$ cat config.mk
export PLATFORM = sky130hd
export DESIGN_NAME = udp_packet_rx
export DESIGN_NICKNAME = d
export VERILOG_FILES = /design/src/rtl/udp_packet_rx.sv
export SDC_FILE = /design/constraint.sdc
export NUM_CORES = 1
export LEC_CHECK = 0
export CORE_ASPECT_RATIO = 0.75
export CORE_MARGIN = 1
export CORE_UTILIZATION = 35
export DETAILED_ROUTE_END_ITERATION = 6
export PLACE_DENSITY = 0.53
export SETUP_SLACK_MARGIN = 0.05
export SLEW_MARGIN = 20
export SYNTH_ARGS = -nofsm -noshare
export SYNTH_HDL_FRONTEND = slang
export SYNTH_SLANG_ARGS = --single-unit
$ cat constraint.sdc
create_clock -name clk -period 8.8 [get_ports clk]
set_input_delay 2.64 -clock clk [delete_from_list [all_inputs] [get_ports clk]]
set_output_delay 2.64 -clock clk [all_outputs]
set_load 0.01 [all_outputs]
$ cat src/rtl/udp_packet_rx.sv
// udp_packet_rx: Ethernet/IPv4/UDP receive filter that streams the UDP payload and checks the FCS.
module udp_packet_rx #(
  parameter string       MODE     = "BYTES",
  parameter logic [47:0] MAC_ADDR = 48'hD8D38526C578,
  parameter logic [15:0] UDP_PORT = 16'hC360
) (
  input  logic       clk,
  input  logic       nrst,
  input  logic       rx_dv,
  input  logic [7:0] id,
  output logic [7:0] od,
  output logic       od_valid,
  output logic       od_sof,
  output logic       od_eof,
  output logic       pkt_done,
  output logic       pkt_ok,
  output logic       drop
);
  localparam bit NIB = (MODE == "NIBBLES");
  localparam logic [31:0] RESIDUE = 32'hDEBB20E3;

  typedef enum logic [2:0] {WAIT_IDLE, IDLE, PREAMBLE, HEADER, PAYLOAD, FCS_WAIT, DROP} state_t;
  state_t state_q, state_d;

  logic        rx_dv_q, ph_q, ph_d;
  logic [3:0]  hi_q, hi_d;
  logic [10:0] idx_q, idx_d;
  logic [2:0]  pre_q, pre_d;
  logic [15:0] len_q, len_d, pay_q, pay_d;
  logic [31:0] crc_q, crc_d;
  logic        mac_q, mac_d, bc_q, bc_d;
  logic [7:0]  od_q, od_d;
  logic        ov_q, ov_d, sof_q, sof_d, eof_q, eof_d;
  logic        done_q, done_d, ok_q, ok_d, drop_q, drop_d;

  logic        ph, byte_v, m_n, bc_n, hdr_ok;
  logic [7:0]  b;
  logic [47:0] mac_sh;
  logic [15:0] len_n, plen;

  function automatic logic [31:0] crc_upd(input logic [31:0] c, input logic [7:0] d);
    logic [31:0] r;
    r = c ^ {24'h0, d};
    for (int i = 0; i < 8; i++) r = r[0] ? (r >> 1) ^ 32'hEDB88320 : r >> 1;
    return r;
  endfunction

  // In nibble mode a rising rx_dv always restarts on the high nibble.
  assign ph     = (NIB && rx_dv && !rx_dv_q) ? 1'b0 : ph_q;
  assign byte_v = rx_dv && (!NIB || ph);
  assign b      = NIB ? {hi_q, id[3:0]} : id;
  assign ph_d   = NIB ? (rx_dv ? ~ph : ph_q) : 1'b0;
  assign hi_d   = (rx_dv && !ph) ? id[3:0] : hi_q;

  assign mac_sh = MAC_ADDR << {idx_q[2:0], 3'b000};
  assign m_n    = mac_q && (b == mac_sh[47:40]);
  assign bc_n   = bc_q && (b == 8'hFF);
  assign len_n  = {len_q[15:8], b};
  assign plen   = len_q - 16'd8;
  assign hdr_ok = idx_q < 11'd6    ? (m_n || bc_n) :
                  idx_q == 11'd12  ? b == 8'h08 :
                  idx_q == 11'd13  ? b == 8'h00 :
                  idx_q == 11'd14  ? b == 8'h45 :
                  idx_q == 11'd23  ? b == 8'h11 :
                  idx_q == 11'd36  ? b == UDP_PORT[15:8] :
                  idx_q == 11'd37  ? b == UDP_PORT[7:0] :
                  idx_q == 11'd39  ? len_n >= 16'd8 : 1'b1;

  always_comb begin
    state_d = state_q;
    idx_d   = idx_q;
    pre_d   = pre_q;
    len_d   = len_q;
    pay_d   = pay_q;
    crc_d   = crc_q;
    mac_d   = mac_q;
    bc_d    = bc_q;
    od_d    = od_q;
    ov_d    = 1'b0;
    sof_d   = 1'b0;
    eof_d   = 1'b0;
    done_d  = 1'b0;
    ok_d    = 1'b0;
    case (state_q)
      WAIT_IDLE: state_d = rx_dv ? WAIT_IDLE : IDLE;
      IDLE: if (byte_v) begin
        state_d = (b == 8'h55) ? PREAMBLE : DROP;
        pre_d   = 3'd1;
      end
      PREAMBLE:
        if (!rx_dv) state_d = IDLE;
        else if (byte_v) begin
          if (b == 8'hD5) begin
            state_d = HEADER;
            idx_d   = '0;
            crc_d   = '1;
            mac_d   = 1'b1;
            bc_d    = 1'b1;
            len_d   = '0;
            pay_d   = '0;
          end else if (b == 8'h55 && pre_q != 3'd7) pre_d = pre_q + 3'd1;
          else state_d = DROP;
        end
      HEADER, PAYLOAD, FCS_WAIT:
        if (!rx_dv) begin
          state_d = IDLE;
          done_d  = 1'b1;
          ok_d    = crc_q == RESIDUE && pay_q == plen && !(NIB && ph_q);
        end else if (byte_v) begin
          crc_d = crc_upd(crc_q, b);
          idx_d = (idx_q == 11'h7FF) ? idx_q : idx_q + 11'd1;
          if (state_q == HEADER) begin
            mac_d   = (idx_q < 11'd6) ? m_n : mac_q;
            bc_d    = (idx_q < 11'd6) ? bc_n : bc_q;
            len_d   = (idx_q == 11'd38) ? {b, len_q[7:0]} : (idx_q == 11'd39) ? len_n : len_q;
            state_d = !hdr_ok ? DROP : (idx_q == 11'd41) ? ((len_q > 16'd8) ? PAYLOAD : FCS_WAIT) : HEADER;
          end else if (state_q == PAYLOAD) begin
            od_d    = b;
            ov_d    = 1'b1;
            sof_d   = pay_q == 16'd0;
            eof_d   = pay_q == plen - 16'd1;
            pay_d   = pay_q + 16'd1;
            state_d = eof_d ? FCS_WAIT : PAYLOAD;
          end
        end
      DROP: state_d = rx_dv ? DROP : IDLE;
      default: state_d = WAIT_IDLE;
    endcase
    drop_d = state_d == DROP && state_q != DROP;
  end

  always_ff @(posedge clk or negedge nrst) begin
    if (!nrst) begin
      state_q <= WAIT_IDLE;
      rx_dv_q <= 1'b0;
      ph_q    <= 1'b0;
      hi_q    <= '0;
      idx_q   <= '0;
      pre_q   <= '0;
      len_q   <= '0;
      pay_q   <= '0;
      crc_q   <= '0;
      mac_q   <= 1'b0;
      bc_q    <= 1'b0;
      od_q    <= '0;
      ov_q    <= 1'b0;
      sof_q   <= 1'b0;
      eof_q   <= 1'b0;
      done_q  <= 1'b0;
      ok_q    <= 1'b0;
      drop_q  <= 1'b0;
    end else begin
      state_q <= state_d;
      rx_dv_q <= rx_dv;
      ph_q    <= ph_d;
      hi_q    <= hi_d;
      idx_q   <= idx_d;
      pre_q   <= pre_d;
      len_q   <= len_d;
      pay_q   <= pay_d;
      crc_q   <= crc_d;
      mac_q   <= mac_d;
      bc_q    <= bc_d;
      od_q    <= od_d;
      ov_q    <= ov_d;
      sof_q   <= sof_d;
      eof_q   <= eof_d;
      done_q  <= done_d;
      ok_q    <= ok_d;
      drop_q  <= drop_d;
    end
  end

  assign od       = od_q;
  assign od_valid = ov_q;
  assign od_sof   = sof_q;
  assign od_eof   = eof_q;
  assign pkt_done = done_q;
  assign pkt_ok   = ok_q;
  assign drop     = drop_q;
endmodule

==> results of run 1 <==
logic make-up after synthesis:
group | after synthesis | synth area share [%]
multiplexers | 9 | 1.526
XOR/XNOR | 125 | 17.12
flip-flops | 97 | 36.99
buffers and inverters | 62 | 3.966
AND/OR/NAND/NOR | 261 | 22.04
adder cells (fa/ha/maj) | 11 | 2.098
AO/OA/AOI/OAI | 147 | 16.25
registers in the layout (all words and copies together) (netlist names):
register  cells
od_eof        1
od            8
crc_q        32
drop          1
od_valid      1
len_q        16
mac_q         1
idx_q        11
pkt_ok        1
od_sof        1
pkt_done      1
state_q       3
pre_q         3
pay_q        16
bc_q          1
worst paths after layout:
check / slack [ps] / cells past startpoint / startpoint / endpoint
hold / removal: 490 / 1 / idx_q[9] / idx_q[9]
max in group asynchronous: 5380 / 2 / nrst / pay_q[12]
setup reg to reg: 4830 / 10 / len_q[3] / state_q[0]
hold reg to reg: 490 / 1 / idx_q[9] / idx_q[9]
setup / recovery: 3470 / 9 / id[1] / pay_q[13]
min in group asynchronous: 2230 / 1 / nrst / crc_q[24]
critical path, stage by stage:
cell	delay, ps
clkdlybuf4s50_1	680
nor2_1	420
a41oi_1	210
o21ai_0	390
and3_1	420
and4_1	400
nand4_1	150
xor2_1	150
nor2_1	60
per-layer routing:
layer | share of wire, % | vias up | wire [µm] | track usage (%)
li1 | - | 2543 | - | -
met1 | 51 | 2655 | 9346 | 30.46
met2 | 41 | 191 | 7639 | 28.42
met3 | 6.7 | 18 | 1239 | 4.048
met4 | 1.3 | 0 | 239 | 5.476
met5 | 0 | - | 0 | 0
metrics by stage:
| stage | hold slack (ps) | instance area [µm²] | util, % |
|---|---|---|---|
| 2_1_floorplan | 452.3 | 6561 | - |
| 3_3_place_gp | 491.1 | 6948 | 38.66 |
| 3_5_place_dp | 473.8 | 6948 | 38.66 |
| 4_1_cts | 489.3 | 7277 | 40.49 |
| 5_1_grt | 509.8 | 7277 | 40.49 |
| 6_report | 486.2 | 7277 | 40.49 |
power by group through the flow:
| stage | Clock [mW] | Sequential [mW] | Combinational [mW] |
|---|---|---|---|
| final | 0.438 | 0.743 | 1.54 |
| after global routing | 0.469 | 0.760 | 1.70 |
| after CTS | 0.454 | 0.740 | 1.54 |
| after detailed placement | 0 | 0.745 | 1.53 |
| after global placement | 0 | 0.746 | 1.53 |
| after floorplan | 0 | 0.672 | 1.24 |
cell usage in the layout (no fill, tap or decap), types with 19 or more instances in the layout:
cell type,netlist,layout
nor3_1,20,19
o22a_1,25,25
o21ai_0,35,35
nand2_1,50,50
clkdlybuf4s50_1,0,23
nor2_1,56,56
xor2_1,47,47
nand4_1,21,21
xnor2_1,75,75
dfrtp_1,97,97
cell type report:
class                      instances  area, µm²
inverter                          17      63.81
timing repair buffer              29      275.3
sequential                        97       2427
fill                            1770      10700
tap                              242      302.8
multi-input combinational        553       3879
clock buffer                       9      225.2
clock inverter                     7      103.9
==> out/results.ini, run 1 <==
[clock_tree]
cts_post_setup_buffers_inserted = 0
ctsHtreeMaxLevel = 3
clk_pin_slew_ps = 70
clockRootBuffer = clkbuf_16
tritoncts = yes
ctsResizeCount = 0
cts_hold_bufs = 0
clock_insertion_delay_at_the_later_pin_of_the_skew_report_ps = 360
cts_max_path_buffers = 2
clock-sinks = 97
cts-buffers-inserted = 9

[floorplanning]
die_h_um = 120.6
io_pins = 25
floorplan.initialDensity_pct = 36.51
dieArea_um2 = 19300
die_x_um = 160.1
core.rowCount = 42
coreArea_um2 = 17970

[yosys]
synth_cell_count_leaders = dfrtp_1 (97), xnor2_1 (75), nor2_1 (56)
yosys_top_cell_area_share_pct = 36.99
post_synth_instance_area_um2 = 6561
synth_nets = 734
synth_top_cells_by_area = dfrtp_1 (37%), xnor2_1 (10%), xor2_1 (6.3%)
postSynth.asyncResetShare_pct = 100.0
area_leader_netlist = dfrtp_1
postSynth.topFlopCell = dfrtp_1
post_synth_num_cell_types = 82
avgSynthCellArea_um2 = 9.215
seq_area_frac_synth_pct = 36.99
synth.most_common_cell = dfrtp_1
synth.yosys.warnings = 0
synthesis.instances = 712
synth.ff_latch_count = 97
synth_edf_count = 0

[cells_and_area]
stdcell_count = 954
nets = 729
insertedDiodeCount = 0
drive_gt1_share_pct = 7.584
areaGrowthSynthToFinish_pct = 10.91

[power]
power_total_mw = 2.725
net-switching-power_mw = 1.189
power_density_nw_per_um2 = 374.5
p_sw_share_pct = 43.62
combPwrFrac_pct = 56.7
clock_power_share_pct = 16.1
pwr-share-seq_pct = 27.3
vdd_ir_drop_max_uv = 155.6
power_report.internal_total_mw = 1.537
power.static_leakage_nw = 2.866

[grt]
gr-total-overflow = 0
number_of_antenna_violations_at_the_first_check_in_global_routing = 0
grt_first_pass_wirelength_um = 29650
maximum_number_of_pins_on_one_net_before_global_route_repair = 64
number_of_global_route_vias_before_repair = 5152
grt_usage_pct = 20.05

[setup_path]
start_kind = input port
worst-setup-path-type = in -> reg
critPathRequiredTime_ps = 9000
cp.arrival_ps = 5530
crit_fanout = 10
timing.critical_path.to_type = flop

[detailed_routing]
detailedRoute.firstPassIterationCount = 5
dr_total_vias = 5407
post-route-drc-count = 0
detailedRoute.firstIterationViolations = 493
drt-vias-per-instance = 5.668
postRouteAntennaNets = 0
finalWirelength_um = 18460
wire_length_per_cell_um = 19.35

[sta]
rsz0062_at_grt = false
worst_pin_slew_ps = 1007
hold_violations = 0
timing.final.crit_share_pct = 60.51
maxClockFrequency_mhz = 187.8
worst_clock_skew_ps = 8.965
min_period_ps = 5325
final.setup.worst_slack_ps = 3475
finalSetupViolCount = 0
worst_slew_margin_rel_pct = 32.52
setup_tns_ps = 0
final-max-slew-violation-count = 0

[placement]
gp_routability_congestion = 0.8986
place_hpwl_um = 13460
io_buffer_count = 24
dpl.cell_count = 938
placement.setup.worst_slack_ps = 3105

[hold_path]
hp-class = reg -> reg

[run_status]
run_status = finished clean

[job]
max-cap-violations = 0

No activity file was read; power rests on OpenSTA's default activity.
==> run 2, diff against run 1 <==
clock period = 5.6 ns   (was 8.8 ns; I/O delays follow)
==> out/results.ini, run 2 (synthesized netlist as in run 1, its figures left out) <==
[sta]
rsz0062_at_grt = false
timing.final.crit_share_pct = 77.14
worst_pin_slew_ps = 933.3  ; -73.41 ps
hold_violations = 0  ; unchanged
worst_slew_margin_rel_pct = 37.63  ; +5.1 points
min_period_ps = 4320
finalSetupViolCount = 0  ; unchanged
final.hold.worst_slack_ps = 492.5  ; +6.375 ps
worst_clock_skew_ps = 8.390  ; -0.5754 ps
setup_tns_ps = 0  ; unchanged
maxClockFrequency_mhz = 231.5
final-max-slew-violation-count = 0  ; unchanged

[hold_path]
hp-class = reg -> reg

[clock_tree]
ctsResizeCount = 0  ; unchanged
clock-sinks = 97  ; unchanged
cts_hold_bufs = 0  ; unchanged
clk_pin_slew_ps = 70  ; about the same
cts-buffers-inserted = 9  ; unchanged
cts_post_setup_buffers_inserted = 0  ; unchanged
cts_max_path_buffers = 2  ; unchanged
clockRootBuffer = clkbuf_16
ctsHtreeMaxLevel = 3  ; unchanged
tritoncts = yes
clock_insertion_delay_at_the_later_pin_of_the_skew_report_ps = 350  ; about the same

[cells_and_area]
areaGrowthSynthToFinish_pct = 11.23
mostFrequentLayoutCell = dfrtp_1
nets = 737  ; +1.1%
insertedDiodeCount = 0  ; unchanged
number_of_flip_flops_under_the_largest_register_name = 32  ; unchanged
leading_cell_types_in_the_layout_fill_and_taps_excluded = dfrtp_1 (97), xnor2_1 (75), nor2_1 (56)
stdcell_count = 962  ; +0.84%
drive_gt1_share_pct = 8.611  ; +1.0 points
total_non_filler_cell_area_in_the_finished_layout_um2 = 7298  ; +0.29%
register_containing_the_most_flip_flops_in_the_final_layout = crc_q
largestRegisters = crc_q (32), len_q (16), pay_q (16)

[detailed_routing]
wire_length_per_cell_um = 18.85  ; -2.6%
dr_total_vias = 5455  ; +0.89%
detailedRoute.firstIterationViolations = 447  ; -9.3%
post-route-drc-count = 0  ; unchanged
drt-vias-per-instance = 5.670  ; about the same
postRouteAntennaNets = 0  ; unchanged
finalWirelength_um = 18130  ; -1.8%
detailedRoute.firstPassIterationCount = 5  ; unchanged

[placement]
dpl.cell_count = 946  ; +0.85%
gp_routability_congestion = 0.8779  ; -2.3%
io_buffer_count = 24  ; unchanged
place_hpwl_um = 13290  ; -1.3%
placed_area_um2 = 7008  ; +0.86%

[setup_path]
critPathMostFrequentCell = xor2_1
cp_slowest_cell = clkdlybuf4s50_1
timing.critical_path.to_type = flop
start_kind = input port
worst-setup-path-type = in -> reg
critPathRequiredTime_ps = 5840  ; -3160 ps
cp.arrival_ps = 4560  ; -970 ps
worst_path_largest_cell_delay_ps = 700  ; +20 ps
crit_fanout = 10  ; unchanged
path_cells = clkdlybuf4s50_1, xnor2_1, xor2_1, xor2_1, xor2_1, xor2_1, o22a_1

[power]
power_density_nw_per_um2 = 576.6  ; +54%
vdd_ir_drop_max_uv = 291.7  ; +87%
power.static_leakage_nw = 2.885  ; +0.67%

[grt]
grt_usage_pct = 20.06  ; about the same
grt_first_pass_wirelength_um = 29950  ; +1.0%
number_of_global_route_vias_before_repair = 5215  ; +1.2%
number_of_antenna_violations_at_the_first_check_in_global_routing = 0  ; unchanged
maximum_number_of_pins_on_one_net_before_global_route_repair = 64  ; unchanged
gr-total-overflow = 0  ; unchanged

[floorplanning]
dieArea_um2 = 19300  ; unchanged
coreArea_um2 = 17970  ; unchanged
floorplan.initialDensity_pct = 36.51  ; unchanged
io_pins = 25  ; unchanged
die_h_um = 120.6  ; unchanged
die_x_um = 160.1  ; unchanged
core.rowCount = 42  ; unchanged

[run_status]
run_status = finished clean

[job]
max-cap-violations = 0  ; unchanged

## run 2: power breakdown
| part | internal (mW) | switching (mW) | total, mW |
|---|---|---|---|
| clock network | 0.319 | 0.297 | 0.617 |
| logic | 1.13 | 1.30 | 2.43 |
| registers | 0.896 | 0.263 | 1.16 |
## run 2: final timing paths
kind / cells past startpoint / startpoint / to / slack (ps)
max: 7 / id[6] / crc_q[23] / 1280
max reg2reg: 10 / len_q[3] / state_q[0] / 1650
min in group asynchronous: 1 / nrst / crc_q[17] / 1400
max in group asynchronous: 2 / nrst / mac_q / 3220
min: 1 / idx_q[9] / idx_q[9] / 490
min reg2reg: 1 / idx_q[9] / idx_q[9] / 490
## run 2: area by class of cell
| type | count | area [µm²] |
|---|---|---|
| Fill cell | 1761 | 10670 |
| Multi-Input combinational cell | 553 | 3879 |
| Sequential cell | 97 | 2427 |
| Timing Repair Buffer | 37 | 335.3 |
| Tap cell | 242 | 302.8 |
| Clock buffer | 10 | 239.0 |
| Inverter | 17 | 63.81 |
| Clock inverter | 6 | 51.30 |
## run 2: worst max-delay path, delay by kind of cell
kind | cells | cell delay [ps]
XOR/XNOR | 5 | 2010
buffers and inverters | 1 | 700
AO/OA/AOI/OAI | 1 | 160
## run 2: through the flow
| step | power [mW] | setup slack [ps] | util, % |
|---|---|---|---|
| after floorplan | 3.005 | 1741 | - |
| after global placement | 3.588 | 982.2 | 38.99 |
| after detailed placement | 3.577 | 929.3 | 38.99 |
| after CTS | 4.220 | 1314 | 40.61 |
| after global routing | 4.527 | 1166 | 40.61 |
| final | 4.209 | 1280 | 40.61 |
## run 2: per-layer routing
metal | global-route usage [%] | vias up | part of all wire, %
met5 | 0 | - | 0
met4 | 4.762 | 0 | 1.3
met3 | 3.568 | 18 | 5.5
met2 | 28.37 | 176 | 41
met1 | 31.08 | 2687 | 52
li1 | - | 2574 | -
==> run 3, diff against run 2 <==
clock period = 4.4 ns   (was 5.6 ns; I/O delays follow)
==> out/results.ini, run 3 (synthesized netlist as in run 1, its figures left out) <==
[run_status]
run_status = finished clean

[detailed_routing]
detailedRoute.firstIterationViolations = 493  ; +10%
wire_length_per_cell_um = 19.01  ; +0.86%
drt-vias-per-instance = 5.655  ; -0.27%
postRouteAntennaNets = 0  ; unchanged
detailedRoute.firstPassIterationCount = 5  ; unchanged
post-route-drc-count = 0  ; unchanged
finalWirelength_um = 18540  ; +2.2%
dr_total_vias = 5514  ; +1.1%

[floorplanning]
coreArea_um2 = 17970  ; unchanged
die_h_um = 120.6  ; unchanged
floorplan.initialDensity_pct = 36.51  ; unchanged
die_x_um = 160.1  ; unchanged
io_pins = 25  ; unchanged
core.rowCount = 42  ; unchanged
dieArea_um2 = 19300  ; unchanged

[setup_path]
r2r_slack_ps = 510  ; -1140 ps
path_cells = inv_1, ha_1, xor2_1, nor3_1, or4b_4, or4_4, a2111oi_4, nand2_1, nor2_1
critPathRequiredTime_ps = 4660  ; -1180 ps
start_kind = flop
timing.critical_path.to_type = flop
cp.arrival_ps = 4140  ; -420 ps
worst_path_largest_cell_delay_ps = 640  ; -60 ps
cp_slowest_cell = nor3_1
worst-setup-path-type = reg -> reg
crit_fanout = 12  ; +2

[placement]
io_buffer_count = 24  ; unchanged
gp_routability_congestion = 0.9077  ; +3.4%
dpl.cell_count = 959  ; +1.4%
place_hpwl_um = 13820  ; +4.0%

[grt]
maximum_number_of_pins_on_one_net_before_global_route_repair = 55  ; -14%
number_of_antenna_violations_at_the_first_check_in_global_routing = 0  ; unchanged
grt_usage_pct = 20.20  ; +0.14 points
number_of_global_route_vias_before_repair = 5301  ; +1.6%
gr-total-overflow = 0  ; unchanged
grt_first_pass_wirelength_um = 30030  ; +0.27%

[clock_tree]
cts_post_setup_buffers_inserted = 0  ; unchanged
clockRootBuffer = clkbuf_16
clock-sinks = 97  ; unchanged
ctsResizeCount = 0  ; unchanged
clock_insertion_delay_at_the_later_pin_of_the_skew_report_ps = 360  ; about the same
cts-buffers-inserted = 9  ; unchanged
tritoncts = yes
cts_max_path_buffers = 2  ; unchanged
clk_pin_slew_ps = 60  ; about the same
cts_hold_bufs = 0  ; unchanged
ctsHtreeMaxLevel = 3  ; unchanged

[sta]
finalSetupViolCount = 0  ; unchanged
worst_clock_skew_ps = 11.36  ; +2.968 ps
maxClockFrequency_mhz = 257.3
timing.final.crit_share_pct = 88.34
worst_pin_slew_ps = 913.6  ; -19.71 ps
rsz0062_at_grt = false
setup_tns_ps = 0  ; unchanged
worst_slew_margin_rel_pct = 38.66  ; +1.0 points
final.hold.worst_slack_ps = 512.4  ; +19.85 ps
min_period_ps = 3887
hold_violations = 0  ; unchanged
final-max-slew-violation-count = 0  ; unchanged

[power]
power_density_nw_per_um2 = 737.2  ; +28%
power.static_leakage_nw = 2.962  ; +2.7%
vdd_ir_drop_max_uv = 375.7  ; +29%

[cells_and_area]
areaGrowthSynthToFinish_pct = 13.08
nets = 750  ; +1.8%
insertedDiodeCount = 0  ; unchanged
leading_cell_types_in_the_layout_fill_and_taps_excluded = dfrtp_1 (97), xnor2_1 (75), nor2_1 (56)
drive_gt1_share_pct = 9.959  ; +1.3 points
register_containing_the_most_flip_flops_in_the_final_layout = crc_q
number_of_flip_flops_under_the_largest_register_name = 32  ; unchanged
largestRegisters = crc_q (32), len_q (16), pay_q (16)
final_util_pct = 41.28  ; +0.68 points
stdcell_count = 975  ; +1.4%
mostFrequentLayoutCell = dfrtp_1

[hold_path]
hp-class = reg -> reg

[job]
max-cap-violations = 0  ; unchanged

[run 3: cell type report]
| class | count | area [µm²] |
|---|---|---|
| inverters | 17 | 63.81 |
| fillers | 1825 | 10550 |
| repair buffers | 50 | 457.9 |
| clock inverters | 5 | 56.30 |
| multi-input cells | 553 | 3879 |
| well taps | 242 | 302.8 |
| flip-flops and latches | 97 | 2427 |
| clock buffers | 11 | 232.7 |
[run 3: worst paths after layout]
kind / start / to / cells after the start
max in group asynchronous: nrst / pay_q[13] / 2
min reg2reg: od[0] / od[0] / 1
min in group asynchronous: nrst / crc_q[20] / 1
min: od[0] / od[0] / 1
max: len_q[4] / od_eof / 9
max reg2reg: len_q[4] / od_eof / 9
[run 3: through the flow]
| stage | instance area, µm² | worst slack, ps | total power, mW |
|---|---|---|---|
| 2_1_floorplan | 6561 | 901.5 | 3.824 |
| 5_1_grt | 7420 | 210.2 | 5.885 |
| 3_3_place_gp | 7131 | 417.2 | 4.647 |
| 6_report | 7420 | 513.3 | 5.470 |
| 4_1_cts | 7420 | 528.2 | 5.490 |
| 3_5_place_dp | 7131 | 390.8 | 4.678 |
[run 3: critical path, delay by kind of cell (launching register included)]
kind	cells	cell delay, ps
buffers and inverters	1	120
AO/OA/AOI/OAI	1	460
AND/OR/NAND/NOR	5	2030
XOR/XNOR	1	250
flip-flops	1	450
adder cells (fa/ha/maj)	1	470
[run 3: where the power goes]
part	leakage (nW)	switching, mW	internal, mW
combinational	1.62	1.68	1.53
sequential	1.21	0.334	1.14
clock	0.139	0.347	0.440
total	2.96	2.36	3.11
[run 3: routing by layer]
| layer | GRT usage, % | share of wire, % |
|---|---|---|
| met1 | 30.48 | 52 |
| met2 | 28.83 | 41 |
| met3 | 4.254 | 5.9 |
| met4 | 5.417 | 1.6 |
| met5 | 0 | 0 |
